===== src/rtl/xor_stream_packer.sv =====
// Packs a qualified serial bit stream LSB-first into WIDTH-bit words with even parity,
// buffers them in a DEPTH-entry FIFO, and counts words lost to a full FIFO.
module xor_stream_packer #(
  parameter int WIDTH  = 8,
  parameter int DEPTH  = 4,
  parameter int DROP_W = 8
) (
  input  logic                     clk_i,
  input  logic                     rst_ni,
  input  logic                     en_i,
  input  logic                     bit_i,
  input  logic                     bit_valid_i,
  output logic [WIDTH-1:0]         word_o,
  output logic                     parity_o,
  output logic                     valid_o,
  input  logic                     ready_i,
  output logic [$clog2(DEPTH):0]   count_o,
  output logic [DROP_W-1:0]        drop_cnt_o,
  output logic                     busy_o
);

  localparam int AW = $clog2(DEPTH);
  localparam int PW = AW + 1;
  localparam int CW = $clog2(WIDTH);
  localparam logic [PW-1:0] DEPTH_C = PW'(DEPTH);
  localparam logic [CW-1:0] LAST_C  = CW'(WIDTH - 1);

  typedef enum logic {IDLE, COLLECT} state_e;

  state_e            state_q;
  logic [CW-1:0]     bitCnt_q;
  logic [WIDTH-1:0]  shift_q;
  logic              parity_q;

  logic [WIDTH:0]    mem_q [DEPTH];
  logic [PW-1:0]     wrPtr_q, wrPtr_d;
  logic [PW-1:0]     rdPtr_q, rdPtr_d;
  logic [DROP_W-1:0] dropCnt_q, dropCnt_d;

  logic              lastBit;
  logic              wordDone;
  logic [WIDTH-1:0]  doneWord;
  logic              pop;
  logic              pushOk;

  assign lastBit  = (bitCnt_q == LAST_C);
  assign wordDone = (state_q == COLLECT) && en_i && bit_valid_i && lastBit;

  // Lower bits are already in place, so only the top bit comes from the wire.
  always_comb begin
    doneWord            = shift_q;
    doneWord[WIDTH-1]   = bit_i;
  end

  always_ff @(posedge clk_i or negedge rst_ni) begin
    if (!rst_ni) begin
      state_q  <= IDLE;
      bitCnt_q <= '0;
      shift_q  <= '0;
      parity_q <= 1'b0;
    end else begin
      case (state_q)
        IDLE: begin
          bitCnt_q <= '0;
          shift_q  <= '0;
          parity_q <= 1'b0;
          if (en_i) state_q <= COLLECT;
        end
        COLLECT: begin
          if (!en_i) begin
            state_q  <= IDLE;
            bitCnt_q <= '0;
            shift_q  <= '0;
            parity_q <= 1'b0;
          end else if (bit_valid_i) begin
            if (lastBit) begin
              bitCnt_q <= '0;
              shift_q  <= '0;
              parity_q <= 1'b0;
            end else begin
              shift_q[bitCnt_q] <= bit_i;
              bitCnt_q          <= bitCnt_q + 1'b1;
              parity_q          <= parity_q ^ bit_i;
            end
          end
        end
        default: state_q <= IDLE;
      endcase
    end
  end

  assign count_o = wrPtr_q - rdPtr_q;
  assign valid_o = (count_o != '0);
  assign pop     = valid_o && ready_i;
  assign busy_o  = (state_q == COLLECT);

  // A full FIFO still accepts a word when the head leaves on the same edge.
  always_comb begin
    pushOk    = wordDone && ((count_o != DEPTH_C) || pop);
    wrPtr_d   = wrPtr_q + PW'(pushOk);
    rdPtr_d   = rdPtr_q + PW'(pop);
    dropCnt_d = dropCnt_q;
    if (wordDone && !pushOk && (dropCnt_q != '1)) dropCnt_d = dropCnt_q + 1'b1;
  end

  always_ff @(posedge clk_i or negedge rst_ni) begin
    if (!rst_ni) begin
      wrPtr_q   <= '0;
      rdPtr_q   <= '0;
      dropCnt_q <= '0;
      for (int i = 0; i < DEPTH; i++) mem_q[i] <= '0;
    end else begin
      wrPtr_q   <= wrPtr_d;
      rdPtr_q   <= rdPtr_d;
      dropCnt_q <= dropCnt_d;
      if (pushOk) mem_q[wrPtr_q[AW-1:0]] <= {parity_q ^ bit_i, doneWord};
    end
  end

  assign {parity_o, word_o} = mem_q[rdPtr_q[AW-1:0]];
  assign drop_cnt_o         = dropCnt_q;

endmodule


===== config.mk =====
export PLATFORM = sky130hd
export DESIGN_NAME = xor_stream_packer
export DESIGN_NICKNAME = d
export VERILOG_FILES = /design/src/rtl/xor_stream_packer.sv
export SDC_FILE = /design/constraint.sdc
export NUM_CORES = 1
export LEC_CHECK = 0
export CAP_MARGIN = 5
export CORE_MARGIN = 5
export CORE_UTILIZATION = 57
export CTS_BUF_LIST = sky130_fd_sc_hd__clkbuf_8 sky130_fd_sc_hd__clkbuf_16
export DETAILED_ROUTE_END_ITERATION = 16
export PLACE_DENSITY = 0.8
export SLEW_MARGIN = 20
export SYNTH_ARGS = -nofsm -noshare
export SYNTH_HDL_FRONTEND = slang
export SYNTH_SLANG_ARGS = --single-unit

===== constraint.sdc =====
create_clock -name clk_i -period 3.4 [get_ports clk_i]
set_input_delay 0.34 -clock clk_i [delete_from_list [all_inputs] [get_ports clk_i]]
set_output_delay 0.34 -clock clk_i [all_outputs]
set_load 0.03 [all_outputs]

After elaboration in Yosys (flattened, before gate mapping)
Index checks and enable logic that the tools add are counted.

Logic and storage cells: 63. Flip-flop bits (word level): 63. Input port bits: 6.

Multiplexer cells: 22. Equality and inequality tests: 4. Add/subtract/negate cells: 5. $lt $le $gt $ge: 5. Reductions and logical operators: 12. Bitwise operators: 4.

Operators with widths (count): $bwmux W36 (1); $mux W9 (3); $mux W8 (3); $bmux W9 S2 (1); $demux W9 S2 (1); $pmux W8 S2 (1); $logic_and A1 B1 Y1 (9); $mux W3 (3); $add A8 B1 Y8 const B (1); $bwmux W8 (1); $ne A8 B8 Y1 const B (1); $add A3 B1 Y3 (2); $ge A3 B3 Y1 const B (2); $ne A3 B3 Y1 const B (2); $not A2 Y3 (2); $pmux W3 S2 (1); $mux W1 (5); $lt A3 B4 Y1 const B (1); $add A3 B1 Y3 const B (1); $demux W1 S3 (1); $eq A3 B3 Y1 const B (1); $ge A3 B1 Y1 const B (1); $lt A3 B1 Y1 const B (1); $reduce_bool A3 Y1 (1); other kinds (6) (6).

Depth between registers and ports, before layout
Gate-level depths: netlist of the first run.

Depth in word-level cells: 9. Gate-level depth with buffers: 10.

Least setup slack after synthesis of the first run
Ideal clock, no wire load.

Path type: flip-flop to flip-flop. Start point: reg wrPtr_q[0]. End point: reg wrPtr_q[2]. Path slack: 0.652 ns. Arrival time: 2.626 ns. Cell stages (with the launch flop): 11. Library setup time: 0.122 ns. Required time: 3.278 ns. Clock period less this slack: 2.748 ns. Cells stage by stage: dfrtp_1 -> inv_1 -> ha_1 -> fa_1 -> inv_1 -> or4_4 -> buf_6 -> and2_1 -> ha_1 -> ha_1 -> xor2_1.

Longest elaborated chain between the ends: 6. Elaborated cells on any way between the ends: 7. Classes of those cells: 2 x add/sub; 1 x eq/ne; 4 x reduce/logical.

Ends and longest elaborated chain: start: declaration (RTL line 36) `logic [PW-1:0] wrPtr_q, wrPtr_d;`; start signal: assignment (RTL line 113) `wrPtr_q <= wrPtr_d;`; $sub A3 B3 Y3 * (RTL line 92) `assign count_o = wrPtr_q - rdPtr_q;`; net count_o[1] (RTL line 17) `output logic [$clog2(DEPTH):0] count_o,`; $reduce_bool A3 Y1 (RTL line 93) `assign valid_o = (count_o != '0);`; $logic_and A1 B1 Y1 (RTL line 94) `assign pop = valid_o && ready_i;`; $logic_or A1 B1 Y1 * (RTL line 99) `pushOk = wordDone && ((count_o != DEPTH_C) || pop);`; $logic_and A1 B1 Y1 * (RTL line 99); $add A3 B1 Y3 * (RTL line 100) `wrPtr_d = wrPtr_q + PW'(pushOk);`; net wrPtr_d[2] (RTL line 36).

The timed path passes the listed nets; every way through them passes the cells marked *. A chain may end at the register's enable or synchronous reset.

Final worst setup path of the first run
Start point: reg wrPtr_q[0]. End point: out valid_o.

Longest elaborated chain between the ends: 2.

Ends and longest elaborated chain: $sub A3 B3 Y3 (RTL line 92); $reduce_bool A3 Y1 (RTL line 93); end: declaration (RTL line 15) `output logic valid_o,`.

Every way passes these cells.

==> impl_results.md, run 1 <==
* Site Rows at 26
* Drc violations at 0
* Pin count of the biggest net entering global routing at 41
* DIE AREA at 6650 um2
* Hpwl dp at 3540 um
* Cts repair resizes at 0
* Post-synthesis sequential area ratio at 0.532
* Synth unique cells at 36
* Syn_area_per_cell at 13.8 um2
* Nets@finish at 260
* Synthesized net count at 226
* Fill cells at 377
* Synth Instances at 211
* Fin Hold WS at 0.477 ns
* Maximum vdd drop at 0.320 mV
* Gpl congestion at 0.803
* Synthesis-to-layout area growth at 18.7%
* DR WL/cell at 16.3 um
* Synth Area in Compound Gates at 0.0322
* Max H-tree Level at 3
* N_diodes at 0
* I/O Pins at 28
* Synth Area in Simple Gates at 0.0991
* Post-route insts no fill at 320
* CTS tree: built
* Vias in the first global route at 1836
* Post-Synth Adder-Cell Area at 0.0412
* CP startpoint kind: flop
* DR vias/cell at 5.61
* WP data arrival at 2.50 ns
* Num CTS Buffers at 9
* Clk_lat worst skew at 0.34 ns
* Post-Synth XOR/XNOR Area at 0.0317
* Synth Register Bits at 62
* Setup crit end kind: output port
* Synth Cell Area at 2920 um2
* Root buf cell: clkbuf_8
* Vias post-DR at 1794
* # Max-Cap Violations at 0
* HP Class: reg2reg
* Worst EP required at 3.06 ns
* Tcrit/Tclk final at 0.836
* PD cells at 537 nW/um2
* First-pass GRT wire length at 9070 um
* Max-slew violations at 0
* Clock transition at path regs at 0.07 ns
* GR Overflow Total at 0
* Static leakage at 1.63 nW
* Setup Skew at 0.00632 ns
* Placed cell count at 303
* Final Hold Viols at 0
* CTS Sinks at 62
* Outcome: completed
* Chip Width at 81.5 um
* Clock buffer depth at 2
* Total iterations of the first detailed-routing run at 4
* Actual transition at the worst max-transition pin at 0.518 ns
* Maximum clock frequency at 352 MHz
* Setup total negative slack at 0 ns
* Setup violation total in the final timing report at 0
* Detail Route Antenna Nets at 0
* Synthesis Warnings at 0
* Fraction of layout cells with a size suffix above 1 at 0.292
* Total Routing Usage GR at 0.187
* Multiplexer share of the synthesized area at 0.241
* Die Ht at 81.5 um
* Core footprint at 5040 um2
* WL final at 5210 um
* Critical path fanouts, max at 4
* Starting density of the core at 0.578
* Relative slew slack at 0.655
* Post-layout min period at 2.84 ns
* Iter 0 DRT Violations at 80
* Antenna violations before repair at 0
* WS Path Type: reg2out
* Main combinational cell family by area after synthesis: multiplexers
* Setup repair after global routing missed its margin: no
* Port bufs at 27
[power by group]
group	leakage (nW)	total, W	internal (W)	switching (W)
registers	0.851	0.000801	0.000759	0.0000420
clock network	0.110	0.000655	0.000372	0.000283
logic	0.669	0.000404	0.000177	0.000227
[layout make-up]
cell class                      count  area, um2  share of cell area
Clock buffer                       11        151              0.0437
Sequential cell                    62       1550               0.448
Clock inverter                      5       48.8              0.0141
Timing Repair Buffer               30        290              0.0839
Inverter                            9       33.8             0.00976
Tap cell                           70       87.6              0.0253
Multi-Input combinational cell    133       1300               0.375
[worst max-delay path, stage by stage, from the launching register on]
cell and delay [ns]:
dfrtp_1 0.41, inv_1 0.11, ha_1 0.22, fa_1 0.39, xnor3_1 0.23, nand3_1 0.13
clkdlybuf4s50_1 0.68
[worst paths after layout]
check                      slack, ns  depth (start not counted)            startpoint                         to
setup / recovery                0.56                          6  wrPtr_q[0]$_DFF_PN0_                    valid_o
min in group asynchronous       0.50                          2                rst_ni  drop_cnt_o[3]$_DFFE_PN0P_
hold / removal                  0.48                          1  wrPtr_q[2]$_DFF_PN0_       wrPtr_q[2]$_DFF_PN0_
max in group asynchronous       2.01                          3                rst_ni      mem_q[15]$_DFFE_PN0P_
hold reg to reg                 0.48                          1  wrPtr_q[2]$_DFF_PN0_       wrPtr_q[2]$_DFF_PN0_
setup reg to reg                0.68                          7  wrPtr_q[0]$_DFF_PN0_       mem_q[9]$_DFFE_PN0P_
[cells in the mapped netlist]
library cell / instances / area [um2]
o21bai_1: 1 / 7.51
mux2i_1: 6 / 60.1
nand4_1: 3 / 18.8
fa_1: 1 / 20.0
nor2_1: 5 / 18.8
nor3_2: 1 / 10.0
nand4b_1: 1 / 8.76
o31ai_1: 1 / 7.51
inv_1: 9 / 33.8
and2_1: 2 / 12.5
o211ai_1: 1 / 7.51
xor2_1: 7 / 61.3
nand2_1: 11 / 41.3
nor4_1: 3 / 18.8
nor3_1: 3 / 15.0
nand2b_1: 2 / 12.5
o311ai_0: 2 / 17.5
dfrtp_1: 62 / 1550
nand3_1: 4 / 20.0
or4_4: 1 / 11.3
a31oi_1: 1 / 6.26
nand4_2: 4 / 50.1
nand3b_1: 2 / 15.0
o21ai_0: 2 / 10.0
buf_1: 2 / 7.51
or2_2: 1 / 6.26
ha_1: 8 / 100
o41ai_1: 2 / 17.5
clkbuf_1: 4 / 15.0
mux2_2: 39 / 439
buf_6: 1 / 11.3
nor3b_1: 4 / 30.0
mux4_2: 9 / 203
xnor2_1: 1 / 8.76
xnor3_1: 1 / 22.5
a21oi_1: 4 / 20.0
[flip-flops by register name, summed over array words and instances, names as in the netlist]
register	cells
busy_o	1
bitCnt_q	3
mem_q	36
parity_q	1
shift_q	7
rdPtr_q	3
wrPtr_q	3
drop_cnt_o	8
[stage by stage]
stage               area, um2  setup slack, ns   util  power (W)
detailed placement       3250            0.697  0.645    0.00122
floorplan                2920            0.652      -    0.00108
CTS                      3460            0.550  0.686    0.00187
finish                   3460            0.559  0.686    0.00186
global placement         3250            0.729  0.645    0.00121
global route             3460            0.431  0.686    0.00194
[kinds of logic after synthesis]
family	Yosys count
mux	54
simple gates	47
xor+xnor	9
compound gates	14
fa+ha+maj	9
buf+inv	16
flops	62
[cell usage in the layout (no fill, tap or decap), types with 2 or more instances in the layout]
cell	synthesis	layout
nand2_1	11	11
dfrtp_1	62	62
mux2_2	39	39
nor2_1	5	5
o21ai_0	2	2
nor3b_1	4	4
mux4_2	9	9
nand2b_1	2	2
ha_1	8	8
nor3_1	3	3
mux2i_1	6	6
and2_1	2	2
clkdlybuf4s50_1	0	26
nand4_2	4	4
o41ai_1	2	2
nand3b_1	2	2
xor2_1	7	7
o311ai_0	2	2
inv_1	9	10
nand4_1	3	3
clkbuf_8	0	11
nand3_1	4	4
a21oi_1	4	4
nor4_1	3	3
clkinv_2	0	3
buf_4	0	2
[metal layers]
layer	up-vias	wire length, um	track usage
met5	-	0	0
met4	0	79	0.0861
li1	854	-	-
met2	28	2420	0.279
met3	6	161	0.0482
met1	906	2550	0.257
[timing repair]
item / 4_1_cts / 5_1_grt
hold endpoints to repair: 22 / 0
setup buffers: 0 / 0
hold buffers: 1 / 0
No activity file was read; power rests on OpenSTA's default activity.
==> run 2, diff against run 1 <==
--- a/config.mk
+++ b/config.mk
@@ -7,10 +7,10 @@
 export LEC_CHECK = 0
 export CAP_MARGIN = 5
 export CORE_MARGIN = 5
-export CORE_UTILIZATION = 57
+export CORE_UTILIZATION = 51
 export CTS_BUF_LIST = sky130_fd_sc_hd__clkbuf_8 sky130_fd_sc_hd__clkbuf_16
 export DETAILED_ROUTE_END_ITERATION = 16
-export PLACE_DENSITY = 0.8
+export PLACE_DENSITY = 0.75
 export SLEW_MARGIN = 20
 export SYNTH_ARGS = -nofsm -noshare
 export SYNTH_HDL_FRONTEND = slang
==> constraint.sdc (replaced) <==
create_clock -name clk_i -period 2.4 [get_ports clk_i]
set_input_delay 0.24 -clock clk_i [delete_from_list [all_inputs] [get_ports clk_i]]
set_output_delay 0.24 -clock clk_i [all_outputs]
set_load 0.03 [all_outputs]
==> run 2 against run 1 <==
The flow now finishes with violations (setup timing); die area rose by 10%; final area up 17%; total power grew 58%; largest cell class is now multi-input gates; setup slack worse by 0.73 ns; largest power group unchanged; highest routed layer unchanged; critical path depth is 1 higher; sequential share of layout area fell by 6.3 points; sequential cell count unchanged; clock skew is essentially flat; non-clock buffer count is 21 higher; critical endpoint is now drop_cnt_o[2]$_DFFE_PN0P_; wire length grew 37%; worst hold slack worse by 0.030 ns; sequential power rose by 39%.
==> impl_results.md, run 2 (synthesis results as in run 1) <==
* Outcome: finished, violations left
* Failing checks: setup timing
* Most common cell after layout, fill and taps aside: dfrtp_1
* Fin Hold WS at 0.447 ns (-0.0304 ns)
* DR vias/cell at 5.73 (+2.2%)
* Post-layout min period at 2.57 ns
* HP Class: in2async
* Most frequent cells in the layout: 61 x dfrtp_1, 38 x mux2_4, 19 x buf_4
* Num CTS Buffers at 9 (unchanged)
* WS Path Type: reg2reg
* Nets@finish at 285 (+9.6%)
* Maximum clock frequency at 389 MHz
* Worst path bufs/invs at 2 (unchanged)
* Setup Skew at 0.00592 ns (-0.000398 ns)
* CP max stage delay at 0.61 ns (-0.07 ns)
* CP startpoint kind: flop
* GR Overflow Total at 0 (unchanged)
* CP cell instances: ha_4 -> fa_2 -> inv_2 -> buf_6 -> or4_4 -> nor3_4 -> mux2_4
* Max H-tree Level at 3 (unchanged)
* DIE AREA at 7330 um2 (+10%)
* Total iterations of the first detailed-routing run at 4 (unchanged)
* Static leakage at 2.08 nW (+27%)
* Drc violations at 0 (unchanged)
* I/O Pins at 28 (unchanged)
* Most flops, register: mem_q
* CTS tree: built
* Core footprint at 5540 um2 (+9.9%)
* Iter 0 DRT Violations at 111 (+39%)
* Critical path fanouts, max at 6 (+2)
* Worst EP required at 2.61 ns (-0.45 ns)
* Max reg flops at 36 (unchanged)
* CP max stage cell: or4_4
* Vias post-DR at 1977 (+10%)
* Pin count of the biggest net entering global routing at 63 (+54%)
* Final Hold Viols at 0 (unchanged)
* Design Power at 0.00294 W (+58%)
* DR WL/cell at 20.7 um (+27%)
* Fraction of layout cells with a size suffix above 1 at 0.410 (+0.118)
* Setup crit start: rdPtr_q[0]$_DFF_PN0_
* Site Rows at 27 (+3.8%)
* Clock transition at path regs at 0.06 ns (about the same)
* Tcrit/Tclk final at 1.07
* Setup repair after global routing missed its margin: yes
* Actual transition at the worst max-transition pin at 0.618 ns (+0.100 ns)
* CTS Sinks at 62 (unchanged)
* PD cells at 730 nW/um2 (+36%)
* Detail Route Antenna Nets at 0 (unchanged)
* First-pass GRT wire length at 10300 um (+13%)
* Gpl congestion at 0.727 (-9.4%)
* # Max-Cap Violations at 0 (unchanged)
* Antenna violations before repair at 0 (unchanged)
* Clock buffer depth at 2 (unchanged)
* Post-route insts no fill at 345 (+7.8%)
* Relative slew slack at 0.587 (-0.0682)
* Cell class contributing the biggest share of worst-path delay: simple AND/OR/NAND/NOR gates
* Hpwl dp at 3980 um (+13%)
* Total Routing Usage GR at 0.182 (-0.00451)
* FF-to-FF Start: rdPtr_q[0]$_DFF_PN0_
* Setup crit end kind: flop
* Vias in the first global route at 1999 (+8.9%)
* N_diodes at 0 (unchanged)
* Port bufs at 27 (unchanged)
* Chip Width at 85.6 um (+5.0%)
* Starting density of the core at 0.526 (-0.0520)
* Root buf cell: clkbuf_8
* Placed cell count at 317 (+4.6%)
* Setup violation total in the final timing report at 42 (+42)
* Post-placement worst setup slack at -0.240 ns (-0.937 ns)
* Clk_lat worst skew at 0.33 ns (about the same)
* Die Ht at 85.6 um (+5.0%)
* WL final at 7150 um (+37%)
* Final worst setup slack at -0.173 ns (-0.732 ns)
* Maximum vdd drop at 0.626 mV (+96%)
* WP data arrival at 2.78 ns (+0.28 ns)
* Max-slew violations at 0 (unchanged)
* Synthesis-to-layout area growth at 38.3%
==> run 2: layout make-up <==
class | instances | area (um2)
Clock buffer | 10 | 138
Clock inverter | 4 | 42.5
Fill cell | 355 | 1510
Inverter | 9 | 33.8
Multi-Input combinational cell | 137 | 1650
Sequential cell | 62 | 1550
Tap cell | 72 | 90.1
Timing Repair Buffer | 51 | 526
==> run 2: power breakdown <==
part / internal (W) / total, W / switching (W)
Combinational: 0.000462 / 0.000972 / 0.000511
Clock: 0.000487 / 0.000861 / 0.000374
Sequential: 0.00108 / 0.00111 / 0.0000327
Total: 0.00203 / 0.00294 / 0.000917
==> run 2: worst paths after layout <==
kind                                              to  depth (start not counted)  slack (ns)
setup / recovery           drop_cnt_o[2]$_DFFE_PN0P_                          7       -0.17
min in group clk_i                  busy_o$_DFF_PN0_                          1        0.45
max in group asynchronous       rdPtr_q[2]$_DFF_PN0_                          3        1.67
hold reg to reg                 wrPtr_q[2]$_DFF_PN0_                          1        0.47
hold / removal             drop_cnt_o[3]$_DFFE_PN0P_                          3        0.45
setup reg to reg           drop_cnt_o[2]$_DFFE_PN0P_                          7       -0.17
==> run 2: what timing repair did <==
action                     4_1_cts  5_1_grt
cloned                           1        4
gates resized for setup         20       47
setup endpoints to repair       45       54
pin swaps                        6        8
hold endpoints to repair        62        0
setup buffers                    2        6
hold buffers                     1        0
==> run 2: routing by layer <==
metal / track usage / share of wire
met1: 0.249 / 0.46
met4: 0.0647 / 0.026
met5: 0 / 0
met3: 0.0317 / 0.028
met2: 0.294 / 0.49
==> run 2: metrics by stage <==
stage | area, um2 | utilization | setup TNS, ns
finish | 4030 | 0.728 | -4.35
global route | 4030 | 0.728 | -6.68
CTS | 3720 | 0.672 | -2.33
detailed placement | 3410 | 0.616 | -7.93
global placement | 3410 | 0.616 | -5.59
floorplan | 2970 | - | -7.53
==> run 2: worst register-to-register path: stages, from the launching register on <==
cell,delay [ns]
dfrtp_1,0.42
ha_4,0.17
fa_2,0.55
inv_2,0.05
buf_6,0.12
or4_4,0.61
nor3_4,0.22
mux2_4,0.32
==> run 3, diff against run 2 <==
--- a/config.mk
+++ b/config.mk
@@ -10,6 +10,7 @@
 export CORE_UTILIZATION = 51
 export CTS_BUF_LIST = sky130_fd_sc_hd__clkbuf_8 sky130_fd_sc_hd__clkbuf_16
 export DETAILED_ROUTE_END_ITERATION = 16
+export GPL_TIMING_DRIVEN = 0
 export PLACE_DENSITY = 0.75
 export SLEW_MARGIN = 20
 export SYNTH_ARGS = -nofsm -noshare
==> run 3 against run 2 <==
The flow still finishes with violations (setup timing); die area stayed put; clock power up 23%; via count shrank 3.9%; maximum frequency up 0.26%; cell count decreased by 2.3%; setup slack better by 0.0067 ns; largest power group unchanged.
==> impl_results.md, run 3 (synthesis results as in run 1) <==
* Critical path fanouts, max at 5 (-1)
* Root buf cell: clkbuf_8
* Drc violations at 0 (unchanged)
* Most flops, register: mem_q
* Outcome: finished, violations left
* FF-to-FF End: wrPtr_q[2]$_DFF_PN0_
* Core footprint at 5540 um2 (unchanged)
* Hpwl dp at 3620 um (-9.1%)
* Vias post-DR at 1900 (-3.9%)
* Maximum clock frequency at 390 MHz (+0.26%)
* First-pass GRT wire length at 10300 um (unchanged)
* Total Routing Usage GR at 0.185 (+0.00255)
* Die Ht at 85.6 um (unchanged)
* Failing checks: setup timing
* GR Overflow Total at 0 (unchanged)
* Nets@finish at 275 (-3.5%)
* WL final at 5960 um (-17%)
* CTS tree: built
* Cell depth of the worst flop-to-flop path at 9 (+2)
* DR WL/cell at 17.7 um (-15%)
* # Max-Cap Violations at 0 (unchanged)
* Most common cell after layout, fill and taps aside: dfrtp_1
* Antenna violations before repair at 0 (unchanged)
* Flop2flop setup slack at -0.17 ns (about the same)
* FF-to-FF Start: rdPtr_q[0]$_DFF_PN0_
* Detail Route Antenna Nets at 0 (unchanged)
* Num CTS Buffers at 9 (unchanged)
* Post-route insts no fill at 337 (-2.3%)
* Setup crit end kind: flop
* Static leakage at 1.82 nW (-12%)
* Total iterations of the first detailed-routing run at 4 (unchanged)
* Clk_lat worst skew at 0.34 ns (about the same)
* Post-layout min period at 2.57 ns (-0.00672 ns)
* Most frequent cells in the layout: 60 x dfrtp_1, 34 x mux2_2, 12 x clkbuf_8, 12 x clkdlybuf4s50_1
* N_diodes at 0 (unchanged)
* Setup violation total in the final timing report at 43 (+2.4%)
* Setup repair after global routing missed its margin: yes
* Pin count of the biggest net entering global routing at 38 (-40%)
* Relative slew slack at 0.503 (-0.0842)
* Placed cell count at 309 (-2.5%)
* WP data arrival at 2.80 ns (+0.02 ns)
* Max H-tree Level at 3 (unchanged)
* Worst EP required at 2.63 ns (+0.02 ns)
* Starting density of the core at 0.526 (unchanged)
* PD cells at 761 nW/um2 (+4.3%)
* Design Power at 0.00290 W (-1.4%)
* Port bufs at 25 (-7.4%)
* Clock buffer depth at 2 (unchanged)
* WS Path Type: reg2reg
* Placed Instance Area at 3330 um2 (-2.5%)
* DIE AREA at 7330 um2 (unchanged)
* Synthesis-to-layout area growth at 30.7%
* HP Class: in2async
* Fraction of layout cells with a size suffix above 1 at 0.377 (-0.0329)
* Tcrit/Tclk final at 1.07 (-0.00280)
* Vias in the first global route at 2002 (+0.15%)
* Gpl congestion at 0.773 (+6.3%)
* Iter 0 DRT Violations at 73 (-34%)
* Chip Width at 85.6 um (unchanged)
* CTS Sinks at 62 (unchanged)
* Actual transition at the worst max-transition pin at 0.745 ns (+0.127 ns)
* Max-slew violations at 0 (unchanged)
* Clock transition at path regs at 0.07 ns (about the same)
* Final Hold Viols at 0 (unchanged)
* DR vias/cell at 5.64 (-1.6%)
* Site Rows at 27 (unchanged)
* Max reg flops at 36 (unchanged)
* Maximum vdd drop at 0.454 mV (-28%)
* Final worst setup slack at -0.166 ns (+0.00672 ns)
* Setup Skew at 0.00434 ns (-0.00158 ns)
* CP startpoint kind: flop
* I/O Pins at 28 (unchanged)
* Post-route cell area at 3810 um2 (-5.5%)
==> run 3: cell types whose count changed in the layout (fill, tap and decap cells not counted), moves of 3 or more <==
cell            before  now
clkbuf_1             0    3
buf_4               19    8
buf_6                3    0
mux2_4              38    5
dlygate4sd2_1        1   11
dlymetal6s2s_1       8    1
mux2_2               1   34
==> run 3: through the flow <==
stage          hold WS, ns  utilization  TNS [ns]  setup WS, ns
3_3_place_gp         0.460        0.597    -71.42         -1.17
5_1_grt              0.372        0.688     -8.23        -0.251
2_1_floorplan      -0.0556            -     -7.53        -0.253
3_5_place_dp         0.177        0.600    -13.40        -0.392
6_report             0.348        0.688     -4.79        -0.166
4_1_cts              0.354        0.682     -5.78        -0.180
==> run 3: cell type report <==
class	count	area (um2)
fillers	401	1730
flip-flops and latches	62	1550
multi-input cells	135	1490
repair buffers	36	362
clock buffers	12	165
well taps	72	90.1
clock inverters	4	68.8
plain buffers	7	42.5
inverters	9	36.3
==> run 3: worst max path at each step <==
stage,from,end,cells after the start
detailed placement,wrPtr_q[1]$_DFF_PN0_,mem_q[22]$_DFFE_PN0P_,7
CTS,rdPtr_q[0]$_DFF_PN0_,wrPtr_q[2]$_DFF_PN0_,9
global placement,rst_ni,wrPtr_q[0]$_DFF_PN0_,1
floorplan,wrPtr_q[0]$_DFF_PN0_,wrPtr_q[2]$_DFF_PN0_,10
finish,rdPtr_q[0]$_DFF_PN0_,wrPtr_q[2]$_DFF_PN0_,9
global route,rdPtr_q[0]$_DFF_PN0_,drop_cnt_o[3]$_DFFE_PN0P_,7
==> run 3: what timing repair did <==
| action | 4_1_cts | 5_1_grt |
|---|---|---|
| cloned | 3 | 0 |
| hold endpoints to repair | 25 | 0 |
| resized for setup | 33 | 7 |
| pin swaps | 14 | 3 |
| setup endpoints to repair | 59 | 48 |
| hold buffers | 1 | 0 |
| setup buffers | 8 | 0 |
==> run 3: worst max-delay path, cell delays in order, from the launching register on <==
cell     delay, ns
dfrtp_1       0.41
ha_4          0.17
fa_1          0.52
inv_2         0.04
or4_4         0.57
buf_8         0.17
and2_4        0.14
ha_4          0.16
ha_4          0.15
xor2_1        0.13
==> run 3: power by group <==
part | total, W | switching [W] | internal [W] | leakage (nW)
logic | 0.000736 | 0.000409 | 0.000327 | 0.848
clock network | 0.00106 | 0.000392 | 0.000664 | 0.124
registers | 0.00111 | 0.0000314 | 0.00108 | 0.848
==> run 3: metal layers <==
layer | up-vias | share of wire | wire length (um) | GRT usage
li1 | 884 | - | - | -
met1 | 981 | 0.44 | 2600 | 0.233
met2 | 28 | 0.51 | 3050 | 0.301
met3 | 7 | 0.041 | 245 | 0.0634
met4 | 0 | 0.011 | 63 | 0.0590
met5 | - | 0 | 0 | 0
